--- src/rtl/mem_arbiter.sv ---
// mem_arbiter: shares one slow-memory port between the I-cache and D-cache
// line-fill / write-back interfaces. One requester is granted per
// transaction; its command is latched on grant and the memory response is
// routed back only to that requester.
//
// Build option: define MEM_ARB_DPRIO_EN for fixed priority (D wins every
// tie). Without it, ties are broken round-robin using the `last` pointer.
module mem_arbiter #(
  parameter int ADDR_W = 28,
  parameter int DATA_W = 128
) (
  input  logic              clk,
  input  logic              proc_reset,
  // I-cache port
  input  logic              i_mem_read,
  input  logic              i_mem_write,
  input  logic [ADDR_W-1:0] i_mem_addr,
  input  logic [DATA_W-1:0] i_mem_wdata,
  output logic [DATA_W-1:0] i_mem_rdata,
  output logic              i_mem_ready,
  // D-cache port
  input  logic              d_mem_read,
  input  logic              d_mem_write,
  input  logic [ADDR_W-1:0] d_mem_addr,
  input  logic [DATA_W-1:0] d_mem_wdata,
  output logic [DATA_W-1:0] d_mem_rdata,
  output logic              d_mem_ready,
  // slow-memory port
  output logic              mem_read,
  output logic              mem_write,
  output logic [ADDR_W-1:0] mem_addr,
  output logic [DATA_W-1:0] mem_wdata,
  input  logic [DATA_W-1:0] mem_rdata,
  input  logic              mem_ready
);

  typedef enum logic [1:0] {
    IDLE   = 2'b00,
    BUSY_I = 2'b01,
    BUSY_D = 2'b10
  } state_t;

  state_t            state_r;
  state_t            next_state_s;
  logic              pend_i_s;
  logic              pend_d_s;
  logic              grant_i_s;
  logic              grant_d_s;
  logic              done_s;
  logic              mem_read_r;
  logic              mem_write_r;
  logic [ADDR_W-1:0] mem_addr_r;
  logic [DATA_W-1:0] mem_wdata_r;

`ifndef MEM_ARB_DPRIO_EN
  // Requester served by the most recent completed transaction: 0 = I, 1 = D.
  logic              last_r;
`endif

  assign pend_i_s = i_mem_read | i_mem_write;
  assign pend_d_s = d_mem_read | d_mem_write;

  // Arbitration and next-state: grant only from IDLE, release on mem_ready.
  always_comb begin
    next_state_s = state_r;
    grant_i_s    = 1'b0;
    grant_d_s    = 1'b0;
    done_s       = 1'b0;
    case (state_r)
      IDLE: begin
        if (pend_i_s && pend_d_s) begin
`ifdef MEM_ARB_DPRIO_EN
          grant_d_s = 1'b1;
`else
          // The requester not served last wins the tie.
          if (last_r == 1'b0) begin
            grant_d_s = 1'b1;
          end else begin
            grant_i_s = 1'b1;
          end
`endif
        end else if (pend_d_s) begin
          grant_d_s = 1'b1;
        end else if (pend_i_s) begin
          grant_i_s = 1'b1;
        end else begin
          grant_i_s = 1'b0;
          grant_d_s = 1'b0;
        end
        if (grant_d_s) begin
          next_state_s = BUSY_D;
        end else if (grant_i_s) begin
          next_state_s = BUSY_I;
        end else begin
          next_state_s = IDLE;
        end
      end
      BUSY_I, BUSY_D: begin
        if (mem_ready) begin
          // Always pass through IDLE so the requester can drop its request.
          next_state_s = IDLE;
          done_s       = 1'b1;
        end else begin
          next_state_s = state_r;
        end
      end
      default: begin
        next_state_s = IDLE;
      end
    endcase
  end

  // State register and latched memory command.
  always_ff @(posedge clk) begin
    if (proc_reset) begin
      state_r     <= IDLE;
      mem_read_r  <= 1'b0;
      mem_write_r <= 1'b0;
      mem_addr_r  <= '0;
      mem_wdata_r <= '0;
    end else begin
      state_r <= next_state_s;
      if (grant_i_s) begin
        mem_read_r  <= i_mem_read;
        mem_write_r <= i_mem_write;
        mem_addr_r  <= i_mem_addr;
        mem_wdata_r <= i_mem_wdata;
      end else if (grant_d_s) begin
        mem_read_r  <= d_mem_read;
        mem_write_r <= d_mem_write;
        mem_addr_r  <= d_mem_addr;
        mem_wdata_r <= d_mem_wdata;
      end else if (done_s) begin
        mem_read_r  <= 1'b0;
        mem_write_r <= 1'b0;
      end
    end
  end

`ifndef MEM_ARB_DPRIO_EN
  // Round-robin pointer: remember who completed the last transaction.
  always_ff @(posedge clk) begin
    if (proc_reset) begin
      last_r <= 1'b0;
    end else if (done_s) begin
      last_r <= (state_r == BUSY_D);
    end
  end
`endif

  // Response routing: only the granted requester sees ready and read data.
  always_comb begin
    i_mem_ready = 1'b0;
    i_mem_rdata = '0;
    d_mem_ready = 1'b0;
    d_mem_rdata = '0;
    if ((state_r == BUSY_I) && mem_ready) begin
      i_mem_ready = 1'b1;
      i_mem_rdata = mem_rdata;
    end else if ((state_r == BUSY_D) && mem_ready) begin
      d_mem_ready = 1'b1;
      d_mem_rdata = mem_rdata;
    end else begin
      i_mem_ready = 1'b0;
      d_mem_ready = 1'b0;
    end
  end

  assign mem_read  = mem_read_r;
  assign mem_write = mem_write_r;
  assign mem_addr  = mem_addr_r;
  assign mem_wdata = mem_wdata_r;

endmodule

--- config.mk ---
export PLATFORM = sky130hd
export DESIGN_NAME = mem_arbiter
export DESIGN_NICKNAME = d
export VERILOG_FILES = /design/src/rtl/mem_arbiter.sv
export SDC_FILE = /design/constraint.sdc
export NUM_CORES = 1
export LEC_CHECK = 0
export CORE_AREA = 2 2 334 336
export CTS_BUF_LIST = sky130_fd_sc_hd__clkbuf_2
export DETAILED_ROUTE_END_ITERATION = 10
export DIE_AREA = 0 0 336 338
export PLACE_DENSITY = 0.44
export SYNTH_ARGS = -nofsm -noshare
export SYNTH_HDL_FRONTEND = slang
export SYNTH_SLANG_ARGS = --single-unit
export TNS_END_PERCENT = 20
--- constraint.sdc ---
create_clock -name clk -period 1.7 [get_ports clk]
set_clock_uncertainty 0.1 [all_clocks]
set_input_delay 0.34 -clock clk [delete_from_list [all_inputs] [get_ports clk]]
set_output_delay 0.34 -clock clk [all_outputs]
set_load 0.01 [all_outputs]
==> run_summary.xml, run 1 <==
<?xml version="1.0" encoding="UTF-8"?>
<metrics>
  <group name="run_status">
    <metric name="outcome" unit="">finished, violations left</metric>
    <metric name="violated_checks" unit="">setup timing</metric>
  </group>
  <group name="routing">
    <metric name="routed-via-count" unit="">15305</metric>
    <metric name="route.detailed.vias_per_inst" unit="">3.82</metric>
    <metric name="drt-wirelength-per-cell" unit="µm">22.2</metric>
    <metric name="post_route_antenna_net_violation_count" unit="">0</metric>
    <metric name="wl" unit="µm">89000</metric>
    <metric name="drcViolationCount" unit="">0</metric>
    <metric name="dr.first_iter.drc_count" unit="">816</metric>
    <metric name="drt_first_pass_iters" unit="">5</metric>
  </group>
  <group name="floorplan">
    <metric name="die_width" unit="µm">336</metric>
    <metric name="effective_utilization_at_floorplan" unit="%">8.83</metric>
    <metric name="fp.coreArea" unit="mm²">0.110</metric>
    <metric name="io_pins" unit="">863</metric>
    <metric name="die-area" unit="mm²">0.114</metric>
    <metric name="die_y" unit="µm">338</metric>
    <metric name="fp-row-count" unit="">122</metric>
  </group>
  <group name="critical_path">
    <metric name="timing.critical_path.required" unit="ns">1.26</metric>
    <metric name="critical_path.endpoint_type" unit="">output port</metric>
    <metric name="crit_arrival" unit="ns">2.97</metric>
    <metric name="crit_path_start_kind" unit="">flop</metric>
    <metric name="crit_path_max_fanout" unit="">16</metric>
    <metric name="classification_of_the_worst_setup_path" unit="">reg -&gt; out</metric>
  </group>
  <group name="placed_design">
    <metric name="post_dp_cell_area" unit="mm²">0.0212</metric>
    <metric name="dp_cells" unit="">3570</metric>
    <metric name="buffer_ports.inserted" unit="">862</metric>
    <metric name="place.gp.congestion" unit="">0.790</metric>
    <metric name="detailedPlacementHpwl" unit="µm">73000</metric>
  </group>
  <group name="cts">
    <metric name="clk_root_buffer_cell" unit="">sky130_fd_sc_hd__clkbuf_2</metric>
    <metric name="htreeDepth" unit="">4</metric>
    <metric name="cts_max_path_buffers" unit="">2</metric>
    <metric name="cts_tree" unit="">yes</metric>
    <metric name="clock_sinks" unit="">161</metric>
    <metric name="worstSkewPairLatency" unit="ns">1.11</metric>
    <metric name="cts_made_buffers" unit="">17</metric>
    <metric name="path_clk_slew" unit="ns">0.35</metric>
  </group>
  <group name="sta">
    <metric name="worst_slew_pin_slew" unit="ns">0.903</metric>
    <metric name="layout_min_cycle_time" unit="ns">3.41</metric>
    <metric name="timing.final.crit_share" unit="%">201</metric>
    <metric name="setup_repair_after_global_routing_missed_its_margin" unit="">true</metric>
    <metric name="worst_case_setup_margin_in_the_final_layout" unit="ns">-1.71</metric>
    <metric name="achievable-frequency" unit="GHz">0.293</metric>
    <metric name="final.hold.worst_slack" unit="ns">0.232</metric>
    <metric name="final_max_slew_viol_count" unit="">0</metric>
    <metric name="timing.max_slew.rel_slack" unit="%">39.8</metric>
    <metric name="finalSetupViolations" unit="">564</metric>
    <metric name="timing.final.hold_violations" unit="">0</metric>
  </group>
  <group name="global_routing">
    <metric name="gr-total-overflow" unit="">0</metric>
    <metric name="grt_util_all_layers" unit="%">14.9</metric>
    <metric name="pin_count_of_the_biggest_net_entering_global_routing" unit="">45</metric>
    <metric name="grt_antenna_before_repair" unit="">41</metric>
    <metric name="grt_pass1_vias" unit="">15392</metric>
    <metric name="grt_first_pass_wirelength" unit="µm">119000</metric>
  </group>
  <group name="finish">
    <metric name="fin_util" unit="%">22.9</metric>
    <metric name="final_cell_area" unit="mm²">0.0252</metric>
    <metric name="drive_above_1_share" unit="%">12.4</metric>
    <metric name="final_nets" unit="">2937</metric>
    <metric name="finalNonFillerCells" unit="">4009</metric>
    <metric name="synthToLayoutAreaGrowth" unit="%">159</metric>
    <metric name="number_of_fill_cells" unit="">12072</metric>
  </group>
  <group name="power_and_ir_drop">
    <metric name="total_power" unit="mW">15.9</metric>
    <metric name="total_leakage_power" unit="nW">10.2</metric>
    <metric name="cellPowerDensity" unit="mW/mm²">630</metric>
    <metric name="power.ir.vdd_worst" unit="mV">0.554</metric>
  </group>
  <group name="synthesis">
    <metric name="seq_area_frac_synth" unit="%">33.2</metric>
    <metric name="synth.yosys.warnings" unit="">0</metric>
    <metric name="post_synth.cell_area_avg" unit="µm²">7.70</metric>
    <metric name="syn-num-nets" unit="">1713</metric>
    <metric name="yosysTopAreaCell" unit="">sky130_fd_sc_hd__dfxtp_1</metric>
    <metric name="yosysTopAreaCellShare" unit="%">33.2</metric>
    <metric name="syn_area" unit="mm²">0.00972</metric>
    <metric name="syn-instance-count" unit="">1263</metric>
    <metric name="ys_seq_elements" unit="">161</metric>
    <metric name="yosys.cell_types.count" unit="">27</metric>
    <metric name="synth.top_cells.by_area" unit="">sky130_fd_sc_hd__dfxtp_1, sky130_fd_sc_hd__a41oi_1, sky130_fd_sc_hd__a211oi_1</metric>
  </group>
  <group name="worst_hold_path">
    <metric name="min_path_type" unit="">in -&gt; reg</metric>
  </group>
  <group name="run">
    <metric name="maxCapViolCount" unit="">0</metric>
  </group>
</metrics>
## cells in the final DEF (no fill, tap or decap), types with 23 or more instances in the layout
| cell | n |
|---|---|
| sky130_fd_sc_hd__a211oi_1 | 156 |
| sky130_fd_sc_hd__a41oi_1 | 156 |
| sky130_fd_sc_hd__and2_1 | 129 |
| sky130_fd_sc_hd__and3_1 | 123 |
| sky130_fd_sc_hd__buf_12 | 53 |
| sky130_fd_sc_hd__buf_4 | 101 |
| sky130_fd_sc_hd__clkbuf_2 | 65 |
| sky130_fd_sc_hd__clkdlybuf4s15_2 | 23 |
| sky130_fd_sc_hd__clkdlybuf4s50_1 | 691 |
| sky130_fd_sc_hd__dfxtp_1 | 159 |
| sky130_fd_sc_hd__dlygate4sd2_1 | 25 |
| sky130_fd_sc_hd__dlygate4sd3_1 | 382 |
| sky130_fd_sc_hd__dlymetal6s2s_1 | 28 |
| sky130_fd_sc_hd__nor2_1 | 156 |
| sky130_fd_sc_hd__o21ai_0 | 157 |
## critical path, cell delays in order, from the launching register on
cell	delay (ns)
sky130_fd_sc_hd__dfxtp_2	0.40
sky130_fd_sc_hd__inv_2	0.08
sky130_fd_sc_hd__ha_2	0.20
sky130_fd_sc_hd__nand2_2	0.06
sky130_fd_sc_hd__nor2_4	0.10
sky130_fd_sc_hd__buf_12	0.18
sky130_fd_sc_hd__buf_4	0.18
sky130_fd_sc_hd__and2_1	0.13
sky130_fd_sc_hd__clkdlybuf4s50_1	0.53
## flip-flops by register name, indices dropped and copies added (netlist names)
name	count
mem_wdata	128
mem_addr	28
state_r	2
last_r	1
mem_write	1
mem_read	1
## power breakdown
group	switching, mW	total, mW	internal (mW)
registers	0.431	4.81	4.38
logic	3.94	8.36	4.42
clock network	1.96	2.70	0.739
## kinds of logic (layout without fill, tap and decap cells)
family                     after synthesis  count (layout)  synth area share [%]
DFF                                    161             161                  33.2
adders and majority gates                3               3                 0.386
buffers and inverters                  186            1423                  7.65
AOI/OAI and AO/OA                      483             483                  35.4
and+or+nand+nor                        430             430                  23.4
other                                    0              21                     0
## area by class of cell
type,instances,area (µm²),area share (%)
clock inverters,15,175,0.695
inverters,2,7.51,0.0298
flip-flops and latches,161,3230,12.8
well taps,1488,1860,7.39
multi-input cells,916,5850,23.2
diodes,21,52.6,0.208
clock buffers,17,85.1,0.338
repair buffers,1389,13900,55.3
## stage by stage
stage / setup TNS (ns) / worst slack (ns)
final: -519.75 / -1.71
after global routing: -628.93 / -1.94
after CTS: -670.24 / -1.98
after detailed placement: -212.99 / -0.684
after global placement: -213.83 / -0.649
after floorplan: -6.29 / -0.0480
## final timing paths
check | cells past startpoint | slack, ns | startpoint | endpoint
max | 8 | -1.71 | state_r[0] | d_mem_rdata[126]
min | 4 | 0.23 | d_mem_addr[8] | mem_addr[8]
max reg2reg | 8 | -0.27 | state_r[1] | mem_wdata[87]
min reg2reg | 2 | 0.40 | state_r[1] | state_r[1]
## routing by layer
layer	GRT usage, %	vias to the layer above	part of all wire [%]	routed length, µm
met4	4.78	16	2.8	2480
met5	0	-	0.12	104
met2	25.9	673	49	43700
met3	3.56	113	6.3	5630
li1	-	7214	-	-
met1	18.0	7289	42	37200
## cell usage after synthesis
cell type and count:
sky130_fd_sc_hd__a211o_1 1, sky130_fd_sc_hd__a211oi_1 156, sky130_fd_sc_hd__a21oi_1 6, sky130_fd_sc_hd__a41oi_1 156, sky130_fd_sc_hd__and2_1 129, sky130_fd_sc_hd__and3_1 128
sky130_fd_sc_hd__buf_1 10, sky130_fd_sc_hd__buf_2 36, sky130_fd_sc_hd__clkbuf_1 138, sky130_fd_sc_hd__dfxtp_1 161, sky130_fd_sc_hd__ha_1 3, sky130_fd_sc_hd__inv_1 2
sky130_fd_sc_hd__nand2_1 7, sky130_fd_sc_hd__nand2b_1 1, sky130_fd_sc_hd__nand3_1 3, sky130_fd_sc_hd__nor2_1 157, sky130_fd_sc_hd__nor2b_1 1, sky130_fd_sc_hd__nor3b_1 2
sky130_fd_sc_hd__o21ai_0 157, sky130_fd_sc_hd__o21ai_1 1, sky130_fd_sc_hd__o21ba_2 1, sky130_fd_sc_hd__o21bai_1 1, sky130_fd_sc_hd__o31ai_1 2, sky130_fd_sc_hd__o41a_1 1
sky130_fd_sc_hd__o41ai_4 1, sky130_fd_sc_hd__or2_2 1, sky130_fd_sc_hd__or3_1 1
## timing repair
item	4_1_cts	5_1_grt
buffers inserted	1	2
setup endpoints to repair	575	576
resized for setup	167	185
pin swaps	1	2
endpoints found under the hold margin	161	0
hold buffers	383	0
(Power assumes the default switching activity.)
==> run 2, diff against run 1 <==
- PLACE_DENSITY: 0.44 -> 0.33
==> run_summary.xml, run 2 (same netlist as run 1, synthesis figures left out) <==
<?xml version="1.0" encoding="UTF-8"?>
<metrics>
  <group name="cts">
    <metric name="clock_sinks" unit="">161</metric>
    <metric name="cts_max_path_buffers" unit="">2</metric>
    <metric name="cts_tree" unit="">yes</metric>
    <metric name="clk_root_buffer_cell" unit="">sky130_fd_sc_hd__clkbuf_2</metric>
    <metric name="htreeDepth" unit="">4</metric>
    <metric name="path_clk_slew" unit="ns">0.31</metric>
    <metric name="worstSkewPairLatency" unit="ns">1.02</metric>
    <metric name="cts_made_buffers" unit="">17</metric>
  </group>
  <group name="sta">
    <metric name="timing.final.crit_share" unit="%">195</metric>
    <metric name="timing.final.hold_violations" unit="">0</metric>
    <metric name="worst_slew_pin_slew" unit="ns">1.05</metric>
    <metric name="achievable-frequency" unit="GHz">0.301</metric>
    <metric name="worst_case_setup_margin_in_the_final_layout" unit="ns">-1.62</metric>
    <metric name="final_max_slew_viol_count" unit="">0</metric>
    <metric name="final.hold.worst_slack" unit="ns">0.267</metric>
    <metric name="setup_repair_after_global_routing_missed_its_margin" unit="">true</metric>
    <metric name="layout_min_cycle_time" unit="ns">3.32</metric>
    <metric name="finalSetupViolations" unit="">575</metric>
    <metric name="timing.max_slew.rel_slack" unit="%">29.8</metric>
  </group>
  <group name="power_and_ir_drop">
    <metric name="power.share.clock" unit="%">15.6</metric>
    <metric name="intPower" unit="mW">9.25</metric>
    <metric name="total_power" unit="mW">15.4</metric>
    <metric name="total_leakage_power" unit="nW">10.8</metric>
    <metric name="power.ir.vdd_worst" unit="mV">0.404</metric>
    <metric name="share_comb_of_total_power" unit="%">53.2</metric>
    <metric name="cellPowerDensity" unit="mW/mm²">615</metric>
    <metric name="netSwitchingPower" unit="mW">6.19</metric>
    <metric name="p_sw_share" unit="%">40.1</metric>
    <metric name="sequentialPowerShare" unit="%">31.2</metric>
  </group>
  <group name="floorplan">
    <metric name="die_y" unit="µm">338</metric>
    <metric name="fp.coreArea" unit="mm²">0.110</metric>
    <metric name="die_width" unit="µm">336</metric>
    <metric name="effective_utilization_at_floorplan" unit="%">8.83</metric>
    <metric name="fp-row-count" unit="">122</metric>
    <metric name="die-area" unit="mm²">0.114</metric>
    <metric name="io_pins" unit="">863</metric>
  </group>
  <group name="placed_design">
    <metric name="buffer_ports.inserted" unit="">862</metric>
    <metric name="place.gp.congestion" unit="">0.795</metric>
    <metric name="post_dp_cell_area" unit="mm²">0.0209</metric>
    <metric name="detailedPlacementHpwl" unit="µm">67200</metric>
    <metric name="dp_cells" unit="">3557</metric>
  </group>
  <group name="critical_path">
    <metric name="crit_path_max_fanout" unit="">17</metric>
    <metric name="critPathMaxStageDelay" unit="ns">0.53</metric>
    <metric name="critPathSlowestCell" unit="">sky130_fd_sc_hd__clkdlybuf4s50_1</metric>
    <metric name="critical_path.endpoint_type" unit="">output port</metric>
    <metric name="timing.critical_path.required" unit="ns">1.26</metric>
    <metric name="r2r-end" unit="">mem_wdata[89]</metric>
    <metric name="crit_arrival" unit="ns">2.88</metric>
    <metric name="worstPathCellList" unit="">inv_1 -&gt; ha_4 -&gt; nor2_4 -&gt; buf_12 -&gt; buf_8 -&gt; and2_1 -&gt; clkdlybuf4s50_1</metric>
    <metric name="classification_of_the_worst_setup_path" unit="">reg -&gt; out</metric>
    <metric name="reg2reg_depth" unit="">8</metric>
    <metric name="rrSetupSlack" unit="ns">-0.36</metric>
    <metric name="crit_path_start_kind" unit="">flop</metric>
    <metric name="reg2reg_from" unit="">state_r[1]</metric>
  </group>
  <group name="routing">
    <metric name="drcViolationCount" unit="">0</metric>
    <metric name="wl" unit="µm">88600</metric>
    <metric name="drt-wirelength-per-cell" unit="µm">22.2</metric>
    <metric name="drt_first_pass_iters" unit="">5</metric>
    <metric name="dr.first_iter.drc_count" unit="">816</metric>
    <metric name="post_route_antenna_net_violation_count" unit="">0</metric>
    <metric name="route.detailed.vias_per_inst" unit="">3.88</metric>
    <metric name="routed-via-count" unit="">15447</metric>
  </group>
  <group name="finish">
    <metric name="final_cell_area" unit="mm²">0.0251</metric>
    <metric name="fin_util" unit="%">22.8</metric>
    <metric name="most_common_cell_after_layout_fill_and_taps_aside" unit="">sky130_fd_sc_hd__clkdlybuf4s50_1</metric>
    <metric name="largest_reg_flops" unit="">128</metric>
    <metric name="final_cell_mix" unit="">sky130_fd_sc_hd__clkdlybuf4s50_1, sky130_fd_sc_hd__dlygate4sd3_1, sky130_fd_sc_hd__dfxtp_1, sky130_fd_sc_hd__o21ai_0</metric>
    <metric name="synthToLayoutAreaGrowth" unit="%">158</metric>
    <metric name="finalNonFillerCells" unit="">3983</metric>
    <metric name="number_of_fill_cells" unit="">12115</metric>
    <metric name="final_nets" unit="">2915</metric>
    <metric name="drive_above_1_share" unit="%">12.6</metric>
  </group>
  <group name="global_routing">
    <metric name="grt_first_pass_wirelength" unit="µm">120000</metric>
    <metric name="grt_util_all_layers" unit="%">14.7</metric>
    <metric name="grt_pass1_vias" unit="">16016</metric>
    <metric name="pin_count_of_the_biggest_net_entering_global_routing" unit="">48</metric>
    <metric name="grt_antenna_before_repair" unit="">32</metric>
    <metric name="gr-total-overflow" unit="">0</metric>
  </group>
  <group name="run_status">
    <metric name="violated_checks" unit="">setup timing</metric>
    <metric name="outcome" unit="">finished, violations left</metric>
  </group>
  <group name="worst_hold_path">
    <metric name="min_path_type" unit="">in -&gt; reg</metric>
    <metric name="holdPathEnd" unit="">mem_write</metric>
    <metric name="min_delay_path_depth" unit="">5</metric>
    <metric name="worstHoldStart" unit="">d_mem_write</metric>
  </group>
  <group name="run">
    <metric name="maxCapViolCount" unit="">0</metric>
  </group>
</metrics>
## run 2: cell count changes in the layout (fill, tap and decap cells not counted), moves of 7 or more
cell | previous run | this run
sky130_fd_sc_hd__clkbuf_2 | 65 | 51
sky130_fd_sc_hd__dlygate4sd2_1 | 25 | 12
sky130_fd_sc_hd__buf_2 | 19 | 26
sky130_fd_sc_hd__clkdlybuf4s15_2 | 23 | 15
sky130_fd_sc_hd__buf_12 | 53 | 38
sky130_fd_sc_hd__dlygate4sd3_1 | 382 | 359
sky130_fd_sc_hd__dlymetal6s2s_1 | 28 | 67
sky130_fd_sc_hd__clkdlybuf4s50_1 | 691 | 666
sky130_fd_sc_hd__buf_4 | 101 | 110
sky130_fd_sc_hd__buf_6 | 14 | 26
## run 2: worst max-delay path, delay by kind of cell, from the launching register on
kind | cells | cell delay [ns]
flops | 1 | 0.43
fa+ha+maj | 1 | 0.19
simple gates | 2 | 0.25
buf+inv | 4 | 0.95
## run 2: worst max path at each step
stage / from / endpoint
after floorplan: state_r[0] / mem_wdata[104]
after global placement: i_mem_read / mem_wdata[42]
after detailed placement: i_mem_read / mem_wdata[42]
after CTS: state_r[0] / i_mem_rdata[4]
after global routing: state_r[0] / d_mem_rdata[120]
final: state_r[1] / d_mem_rdata[41]
## run 2: layout make-up
class,count,area [µm²],area share [%]
antenna,19,47.5,0.189
clock buffer,17,85.1,0.339
clock inverter,13,130,0.518
inverter,2,7.51,0.0299
multi-input combinational,916,5880,23.4
sequential,161,3220,12.8
tap,1488,1860,7.41
timing repair buffer,1367,13900,55.3
## run 2: stage by stage
stage	TNS, ns	setup WS (ns)
6_report	-501.60	-1.62
3_5_place_dp	-246.96	-0.816
5_1_grt	-637.99	-1.94
2_1_floorplan	-6.29	-0.0480
3_3_place_gp	-249.99	-0.788
4_1_cts	-680.51	-1.96
## run 2: timing repair
item | CTS | global route
cloned | 7 | 3
pin swaps | 0 | 0
setup endpoints to repair | 575 | 575
setup buffers | 5 | 4
hold buffers | 359 | 0
resized for setup | 229 | 229
endpoints found under the hold margin | 161 | 0
## run 2: layer usage
layer / wire (µm) / global-route usage, % / vias to the layer above
li1: - / - / 7181
met1: 37700 / 17.8 / 7536
met2: 43700 / 25.2 / 643
met3: 5570 / 3.84 / 77
met4: 1590 / 4.89 / 10
met5: 55 / 0 / -
## run 2: power groups by stage
stage,logic [mW],registers (mW),clock network (mW)
2_1_floorplan,2.58,5.02,0
3_3_place_gp,7.46,4.88,0
3_5_place_dp,7.46,4.88,0
4_1_cts,8.33,4.83,2.66
5_1_grt,8.83,4.89,2.74
6_report,8.22,4.81,2.41
